### src/rtl/sec_timer_sched.sv
// sec_timer_sched: one shared tick prescaler feeding NUM_CH whole-tick
// countdown channels. Channels are controlled through a valid/ready command
// port; expiries are latched as pending flags and drained one at a time
// through a round-robin valid/ready done port.
// Optional feature: define SEC_TIMER_SQWAVE_EN to add the sq_out square wave.

module sec_timer_sched #(
    parameter int unsigned TICK_DIV = 100000000,
    parameter int unsigned NUM_CH   = 4,
    parameter int unsigned CNT_W    = 16
) (
    input  logic                      clk,
    input  logic                      rst,
    input  logic                      cmd_valid,
    output logic                      cmd_ready,
    input  logic [1:0]                cmd_op,
    input  logic [$clog2(NUM_CH)-1:0] cmd_ch,
    input  logic [CNT_W-1:0]          cmd_val,
    output logic                      tick,
`ifdef SEC_TIMER_SQWAVE_EN
    output logic                      sq_out,
`endif
    output logic [NUM_CH-1:0]         ch_busy,
    output logic                      done_valid,
    output logic [$clog2(NUM_CH)-1:0] done_ch,
    input  logic                      done_ready
);

    localparam int unsigned     CH_W    = $clog2(NUM_CH);
    localparam int unsigned     PS_W    = $clog2(TICK_DIV);
    localparam logic [PS_W-1:0] PS_LAST = PS_W'(TICK_DIV - 1);
    localparam logic [CH_W-1:0] CH_LAST = CH_W'(NUM_CH - 1);

    typedef enum logic [1:0] {
        OP_LOAD   = 2'b00,
        OP_STOP   = 2'b01,
        OP_PAUSE  = 2'b10,
        OP_RESUME = 2'b11
    } cmd_op_e;

    typedef enum logic [1:0] {
        CH_IDLE   = 2'b00,
        CH_RUN    = 2'b01,
        CH_PAUSED = 2'b10
    } ch_state_e;

    // Prescaler and tick
    logic [PS_W-1:0]  presc_q, presc_d;
    logic             tick_q, tick_d;

    // Per-channel state
    ch_state_e        state_q [NUM_CH];
    ch_state_e        state_d [NUM_CH];
    logic [CNT_W-1:0] rem_q   [NUM_CH];
    logic [CNT_W-1:0] rem_d   [NUM_CH];

    // Expiry flags
    logic [NUM_CH-1:0] pending_q, pending_d;
    logic [NUM_CH-1:0] pend_set, pend_clr;

    // Command handshake
    logic              cmd_fire;

    // Done arbiter
    logic              done_valid_q, done_valid_d;
    logic [CH_W-1:0]   done_ch_q, done_ch_d;
    logic [CH_W-1:0]   rr_q, rr_d;
    logic              done_accept;
    logic [NUM_CH-1:0] avail;
    logic [CH_W-1:0]   start;
    logic              sel_hi_valid, sel_lo_valid;
    logic [CH_W-1:0]   sel_hi, sel_lo;

    // ------------------------------------------------------------------
    // Prescaler next state: wrap at TICK_DIV-1, tick follows one cycle later
    // NOTE: every signal written in an always_comb gets a default first, so
    // no path leaves it unassigned and no latch is inferred.
    always_comb begin
        presc_d = (presc_q == PS_LAST) ? '0 : presc_q + PS_W'(1);
        tick_d  = (presc_q == PS_LAST);
    end

    // Prescaler and tick registers, free-running regardless of commands
    // NOTE: sequential state uses non-blocking <= so every flop samples the
    // pre-edge values no matter how the blocks are ordered.
    always_ff @(posedge clk or posedge rst) begin
        if (rst) begin
            presc_q <= '0;
            tick_q  <= 1'b0;
        end else begin
            presc_q <= presc_d;
            tick_q  <= tick_d;
        end
    end

    assign tick = tick_q;

    // ------------------------------------------------------------------
    // Commands are held off while the addressed channel has an unread expiry
    always_comb begin
        cmd_ready = 1'b1;
        for (int i = 0; i < NUM_CH; i++) begin
            if (cmd_ch == CH_W'(i) && pending_q[i]) begin
                cmd_ready = 1'b0;
            end
        end
    end

    assign cmd_fire = cmd_valid && cmd_ready;

    // Channel next state: an accepted command beats a same-cycle tick
    always_comb begin
        pend_set = '0;
        for (int i = 0; i < NUM_CH; i++) begin
            state_d[i] = state_q[i];
            rem_d[i]   = rem_q[i];
            if (cmd_fire && cmd_ch == CH_W'(i)) begin
                case (cmd_op_e'(cmd_op))
                    OP_LOAD: begin
                        if (cmd_val != '0) begin
                            state_d[i] = CH_RUN;
                            rem_d[i]   = cmd_val;
                        end else begin
                            state_d[i]  = CH_IDLE;
                            rem_d[i]    = '0;
                            pend_set[i] = 1'b1;
                        end
                    end
                    OP_STOP: begin
                        state_d[i] = CH_IDLE;
                        rem_d[i]   = '0;
                    end
                    OP_PAUSE: begin
                        if (state_q[i] == CH_RUN) begin
                            state_d[i] = CH_PAUSED;
                        end
                    end
                    OP_RESUME: begin
                        if (state_q[i] == CH_PAUSED) begin
                            state_d[i] = CH_RUN;
                        end
                    end
                    default: ;
                endcase
            end else if (tick_q && state_q[i] == CH_RUN) begin
                // Last tick expires the channel; remaining never goes below 0
                if (rem_q[i] <= CNT_W'(1)) begin
                    state_d[i]  = CH_IDLE;
                    rem_d[i]    = '0;
                    pend_set[i] = 1'b1;
                end else begin
                    rem_d[i] = rem_q[i] - CNT_W'(1);
                end
            end
        end
    end

    // Channel state and remaining-count registers
    // NOTE: the per-channel arrays are a handful of flops, not a RAM, so they
    // are reset in full; a true memory macro would not be reset this way.
    always_ff @(posedge clk or posedge rst) begin
        if (rst) begin
            for (int i = 0; i < NUM_CH; i++) begin
                state_q[i] <= CH_IDLE;
                rem_q[i]   <= '0;
            end
        end else begin
            for (int i = 0; i < NUM_CH; i++) begin
                state_q[i] <= state_d[i];
                rem_q[i]   <= rem_d[i];
            end
        end
    end

    // A channel is busy whenever it is running or paused
    always_comb begin
        ch_busy = '0;
        for (int i = 0; i < NUM_CH; i++) begin
            ch_busy[i] = (state_q[i] != CH_IDLE);
        end
    end

    // ------------------------------------------------------------------
    assign done_accept = done_valid_q && done_ready;

    // Pending flags: accepted event clears, a new expiry sets, set wins
    always_comb begin
        pend_clr = '0;
        for (int i = 0; i < NUM_CH; i++) begin
            if (done_accept && done_ch_q == CH_W'(i)) begin
                pend_clr[i] = 1'b1;
            end
        end
        pending_d = (pending_q & ~pend_clr) | pend_set;
    end

    // Round-robin pick: first registered pending flag at or after the
    // pointer; the presented channel is held until it is accepted.
    always_comb begin
        done_valid_d = done_valid_q;
        done_ch_d    = done_ch_q;
        rr_d         = rr_q;
        avail        = pending_q;
        start        = rr_q;
        sel_hi_valid = 1'b0;
        sel_lo_valid = 1'b0;
        sel_hi       = '0;
        sel_lo       = '0;

        if (done_accept) begin
            avail = pending_q & ~pend_clr;
            start = (done_ch_q == CH_LAST) ? '0 : done_ch_q + CH_W'(1);
            rr_d  = start;
        end

        // Scan downwards so the lowest index in each half wins
        for (int i = int'(NUM_CH) - 1; i >= 0; i--) begin
            if (avail[i]) begin
                if (CH_W'(i) >= start) begin
                    sel_hi_valid = 1'b1;
                    sel_hi       = CH_W'(i);
                end else begin
                    sel_lo_valid = 1'b1;
                    sel_lo       = CH_W'(i);
                end
            end
        end

        if (!done_valid_q || done_accept) begin
            done_valid_d = sel_hi_valid || sel_lo_valid;
            if (sel_hi_valid) begin
                done_ch_d = sel_hi;
            end else if (sel_lo_valid) begin
                done_ch_d = sel_lo;
            end
        end
    end

    // Pending flags, RR pointer and registered done outputs
    always_ff @(posedge clk or posedge rst) begin
        if (rst) begin
            pending_q    <= '0;
            rr_q         <= '0;
            done_valid_q <= 1'b0;
            done_ch_q    <= '0;
        end else begin
            pending_q    <= pending_d;
            rr_q         <= rr_d;
            done_valid_q <= done_valid_d;
            done_ch_q    <= done_ch_d;
        end
    end

    assign done_valid = done_valid_q;
    assign done_ch    = done_ch_q;

`ifdef SEC_TIMER_SQWAVE_EN
    // ------------------------------------------------------------------
    localparam logic [PS_W-1:0] PS_HALF = PS_W'(TICK_DIV / 2 - 1);

    logic sq_q, sq_d;

    // Toggle at mid-period and at wrap for a 50% duty wave at the tick rate
    always_comb begin
        sq_d = sq_q;
        if (presc_q == PS_HALF || presc_q == PS_LAST) begin
            sq_d = ~sq_q;
        end
    end

    // Square-wave register
    always_ff @(posedge clk or posedge rst) begin
        if (rst) begin
            sq_q <= 1'b0;
        end else begin
            sq_q <= sq_d;
        end
    end

    assign sq_out = sq_q;
`endif

endmodule
### config.mk
export PLATFORM = sky130hd
export DESIGN_NAME = sec_timer_sched
export DESIGN_NICKNAME = d
export VERILOG_FILES = /design/src/rtl/sec_timer_sched.sv
export SDC_FILE = /design/constraint.sdc
export NUM_CORES = 1
export LEC_CHECK = 0
export BUFFER_PORTS_ARGS = -buffer_cell sky130_fd_sc_hd__buf_2
export CAP_MARGIN = 25
export CORE_MARGIN = 5
export CORE_UTILIZATION = 62
export DETAILED_ROUTE_END_ITERATION = 12
export GPL_ROUTABILITY_DRIVEN = 1
export PLACE_DENSITY = 0.86
export SLEW_MARGIN = 20
export SYNTH_ARGS = -nofsm -noshare
export SYNTH_HDL_FRONTEND = slang
export SYNTH_SLANG_ARGS = --single-unit
### constraint.sdc
create_clock -name clk -period 4.8 [get_ports clk]
set_clock_uncertainty 0.05 [all_clocks]
set_input_delay 0.96 -clock clk [delete_from_list [all_inputs] [get_ports clk]]
set_output_delay 0.96 -clock clk [all_outputs]
set_load 0.05 [all_outputs]
==> impl_results.md <==
- Placeable Area: 0.01075 mm²
- Initial antenna violation count: 0
- CTS Buffer Depth: 2
- ANT cells: 0
- Die width: between 100 and 150 µm
- Worst-margin pin slew: 0.8500 ns
- Routed via count: between 6000 and 7000
- Filler cells: 836
- Hold path endpoint: presc_q[0]
- Status: finished, final reports clean
- CP Max Fanout: 15
- Post-Syn Nets: 796
- WP data required: 5.04 ns
- Top-area cell type share of the netlist area: between 40% and 50%
- Rel. slew slack: 42.81%
- EDFF count, synth: 0
- Unrepaired setup endpoints after global routing: no
- Worst Hold Launch: presc_q[0]
- Nets@finish: 813
- FF-to-FF Start: rem_q[50]
- Detail Route Antenna Nets: 0
- Root buf cell: clkbuf_8
- Pwr dens: 393.5 mW/mm²
- Pleak: between 0.002 and 0.003 µW
- Peak Freq: about 330 MHz
- TritonCTS buffer count: 9
- All-Layer GR Usage: about 29%
- Max H-tree Level: 3
- Layout cells sized above 1: 10.76%
- Top FF cell, synth: dfrtp_1
- Min Clock Period, post-route: 2.990 ns
- Mapped cell area: a little under 0.007 mm²
- P&R area growth vs syn: 6.896%
- Reg2Reg Capture Point: rem_q[51]
- Final GP Congestion: about 0.92
- Final Power: ~2800 µW
- Worst min path class: reg -> reg
- Wire per inst: 19.97 µm
- Max_cap viols: 0
- Initial core utilization: a little over three fifths
- Crit Path Category: reg -> reg
- TritonCTS clock tree: done
- Total die area: 0.01304 mm²
- CP max-delay cell: o31ai_2
- CTS sink count: around 110
- Drt total wl: 18400 µm
- Distinct cells, synth: 70
- Tcrit/Tclk final: a little over 60%
- Mapped Cells: approximately 760
- Num rows: 38
- Hold buffer count at CTS: 0
- Clock Pin Slew Worst Setup and Hold Paths: around 0.10 ns
- Worst setup SP type: flop
- Hold path depth: 1
- Global-route wire length before repair: 29640 µm
- Crit-path cells: nor3_1 > o21ai_0 > o31ai_2 > buf_4 > o21ai_0 > a221o_1
- Flops & latches, synth: approximately 110
- Syn Area/Cell: between 8 and 9 µm²
- Ys Warns: 0
- Vias in the first global route: ~5900
- Area leader, netlist: dfrtp_1
- Final Max Tran Viols: 0
- Post-CTS Resized: 0
- DR iter-0 viols: roughly 1100
- GR Overflow Total: 0
- Path depth of the worst reg2reg path: 6
- TritonRoute pass-1 iters: 6
- Die span in y: between 100 and 150 µm
- Clk_lat worst skew: 0.41 ns
- Hold Vio Cnt, Final: 0
- Ranking of synthesized cells by area: dfrtp_1, a22o_1, nor2_1
- IO Pins: 33
- Post-detail-place hpwl: approximately 13000 µm
- Remaining DRCs: 0
- Port buffer count: 32
- Arr. time, crit path: between 3 and 4 ns
- Sequential area share after synthesis: about two fifths
- Post-CTS Repair Setup Buffers: 0
- CP Capture Type: flop
- Max incr delay on CP: between 0.7 and 0.8 ns
- R2R Setup Slk: ~1.8 ns
- Peak supply drop: ~0.24 mV
- Largest net degree at the start of global routing: between 80 and 90
- CP most frequent cell: o21ai_0
- Vias per std cell: approximately 7
- Setup TNS: 0 ns
- Final setup violation count: 0
- Asr flop ratio synth: 100.0%
==> power by group <==
part	switching, µW	internal (µW)
clock network	337	217
registers	259	1140
logic	524	359
==> logic make-up after synthesis <==
logic type / after synthesis / share of synthesized area [%]
buffers and inverters: 72 / 4.554
flip-flops: 109 / 40.52
AO/OA/AOI/OAI: 222 / 23.16
AND/OR/NAND/NOR: 313 / 25.09
multiplexers: 6 / 1.115
adder cells (fa/ha/maj): 14 / 2.565
XOR/XNOR: 23 / 2.993
==> routing by layer <==
metal	GRT usage, %	part of all wire [%]	vias up
li1	-	-	2926
met5	0	0	-
met3	7.452	10	74
met4	13.46	4.0	0
met2	44.11	46	398
met1	37.65	40	3061
==> per-stage QoR <==
| stage | hold slack, ns | cell area, µm² | cells | utilization (%) | setup slack [ns] |
|---|---|---|---|---|---|
| finish | 0.4192 | 7196 | 921 | 66.97 | 1.810 |
| global route | 0.4740 | 7196 | 921 | 66.97 | 1.608 |
| CTS | 0.4220 | 7171 | 919 | 66.73 | 1.820 |
| detailed placement | 0.4084 | 6984 | 903 | 65.00 | 1.543 |
| global placement | 0.3976 | 6984 | 903 | 65.00 | 1.639 |
| floorplan | 0.3829 | 6731 | 759 | - | 0.9161 |
==> synthesized netlist by cell type, types with 6 or more instances <==
cell      instances
a211o_1           8
a22o_1           32
a21oi_1          25
nor2_1           60
xor2_1           11
inv_1            32
nand3_1          30
clkbuf_1         32
nor4_1           20
o21ai_0          45
or3_1            15
o21ai_1          15
o22ai_1          20
nand2_1          56
nor2b_1           6
nand4_1          16
or2_2             8
nor3_1           38
and2_1            9
or4_1            12
ha_1             13
o32ai_1          18
dfrtp_1         109
xnor2_1          12
nor4b_1           7
==> cells in the final DEF (no fill, tap or decap), types with 4 or more instances in the layout <==
| master | Yosys | routed |
|---|---|---|
| buf_2 | 2 | 33 |
| and3_1 | 5 | 5 |
| dfrtp_1 | 109 | 109 |
| a211o_1 | 8 | 8 |
| or2_2 | 8 | 8 |
| nor3_1 | 38 | 38 |
| o21ai_0 | 45 | 45 |
| a22o_1 | 32 | 32 |
| o32ai_1 | 18 | 18 |
| xnor2_1 | 12 | 12 |
| a21boi_0 | 4 | 4 |
| a21o_1 | 5 | 5 |
| nand2_1 | 56 | 56 |
| o41ai_1 | 5 | 5 |
| nor4b_1 | 7 | 7 |
| o211ai_1 | 4 | 4 |
| a22oi_1 | 4 | 4 |
| xor2_1 | 11 | 11 |
| o22ai_1 | 20 | 20 |
| inv_1 | 32 | 31 |
| clkbuf_8 | 0 | 11 |
| nand4_1 | 16 | 16 |
| nand2b_1 | 5 | 5 |
| and2_1 | 9 | 9 |
| ha_1 | 13 | 13 |
| buf_4 | 3 | 12 |
| nor4_1 | 20 | 20 |
| and4_1 | 5 | 5 |
| or4_1 | 12 | 12 |
| a221o_1 | 4 | 4 |
| or3_1 | 15 | 15 |
| nor2b_1 | 6 | 6 |
| o21ai_1 | 15 | 15 |
| nor2_1 | 60 | 60 |
| nand3_1 | 30 | 30 |
| a21oi_1 | 25 | 25 |
==> worst max path at each step <==
stage | cells past startpoint | end | startpoint | slack (ns)
floorplan | 1 | done_ch[0] | rst | 0.92
global placement | 6 | rem_q[51] | cmd_ch[1] | 1.64
detailed placement | 6 | rem_q[51] | cmd_ch[1] | 1.54
CTS | 4 | cmd_ready | cmd_ch[0] | 1.82
global route | 6 | rem_q[51] | rem_q[50] | 1.61
finish | 6 | rem_q[51] | rem_q[50] | 1.81
==> worst max-delay path: cells and delay by family, from the launching register on <==
kind,cells,cell delay (ns)
AOI/OAI and AO/OA,4,1.58
and+or+nand+nor,1,0.47
buffers and inverters,1,0.33
DFF,1,0.45
==> area by class of cell <==
| class | count | area, µm² | area share [%] |
|---|---|---|---|
| multi-input cells | 578 | 3709 | 51.54 |
| flip-flops and latches | 109 | 2728 | 37.91 |
| repair buffers | 46 | 275.3 | 3.825 |
| well taps | 140 | 175.2 | 2.434 |
| clock buffers | 11 | 151.4 | 2.104 |
| inverters | 32 | 122.6 | 1.704 |
| clock inverters | 5 | 35.03 | 0.4869 |
==> sequential cells by signal, summed over array words and instances (netlist names) <==
name,count
state_q,8
tick,1
rem_q,64
pending_q,4
done_valid,1
presc_q,27
rr_q,2
done_ch,2
Power figures use the tool's default switching activity.
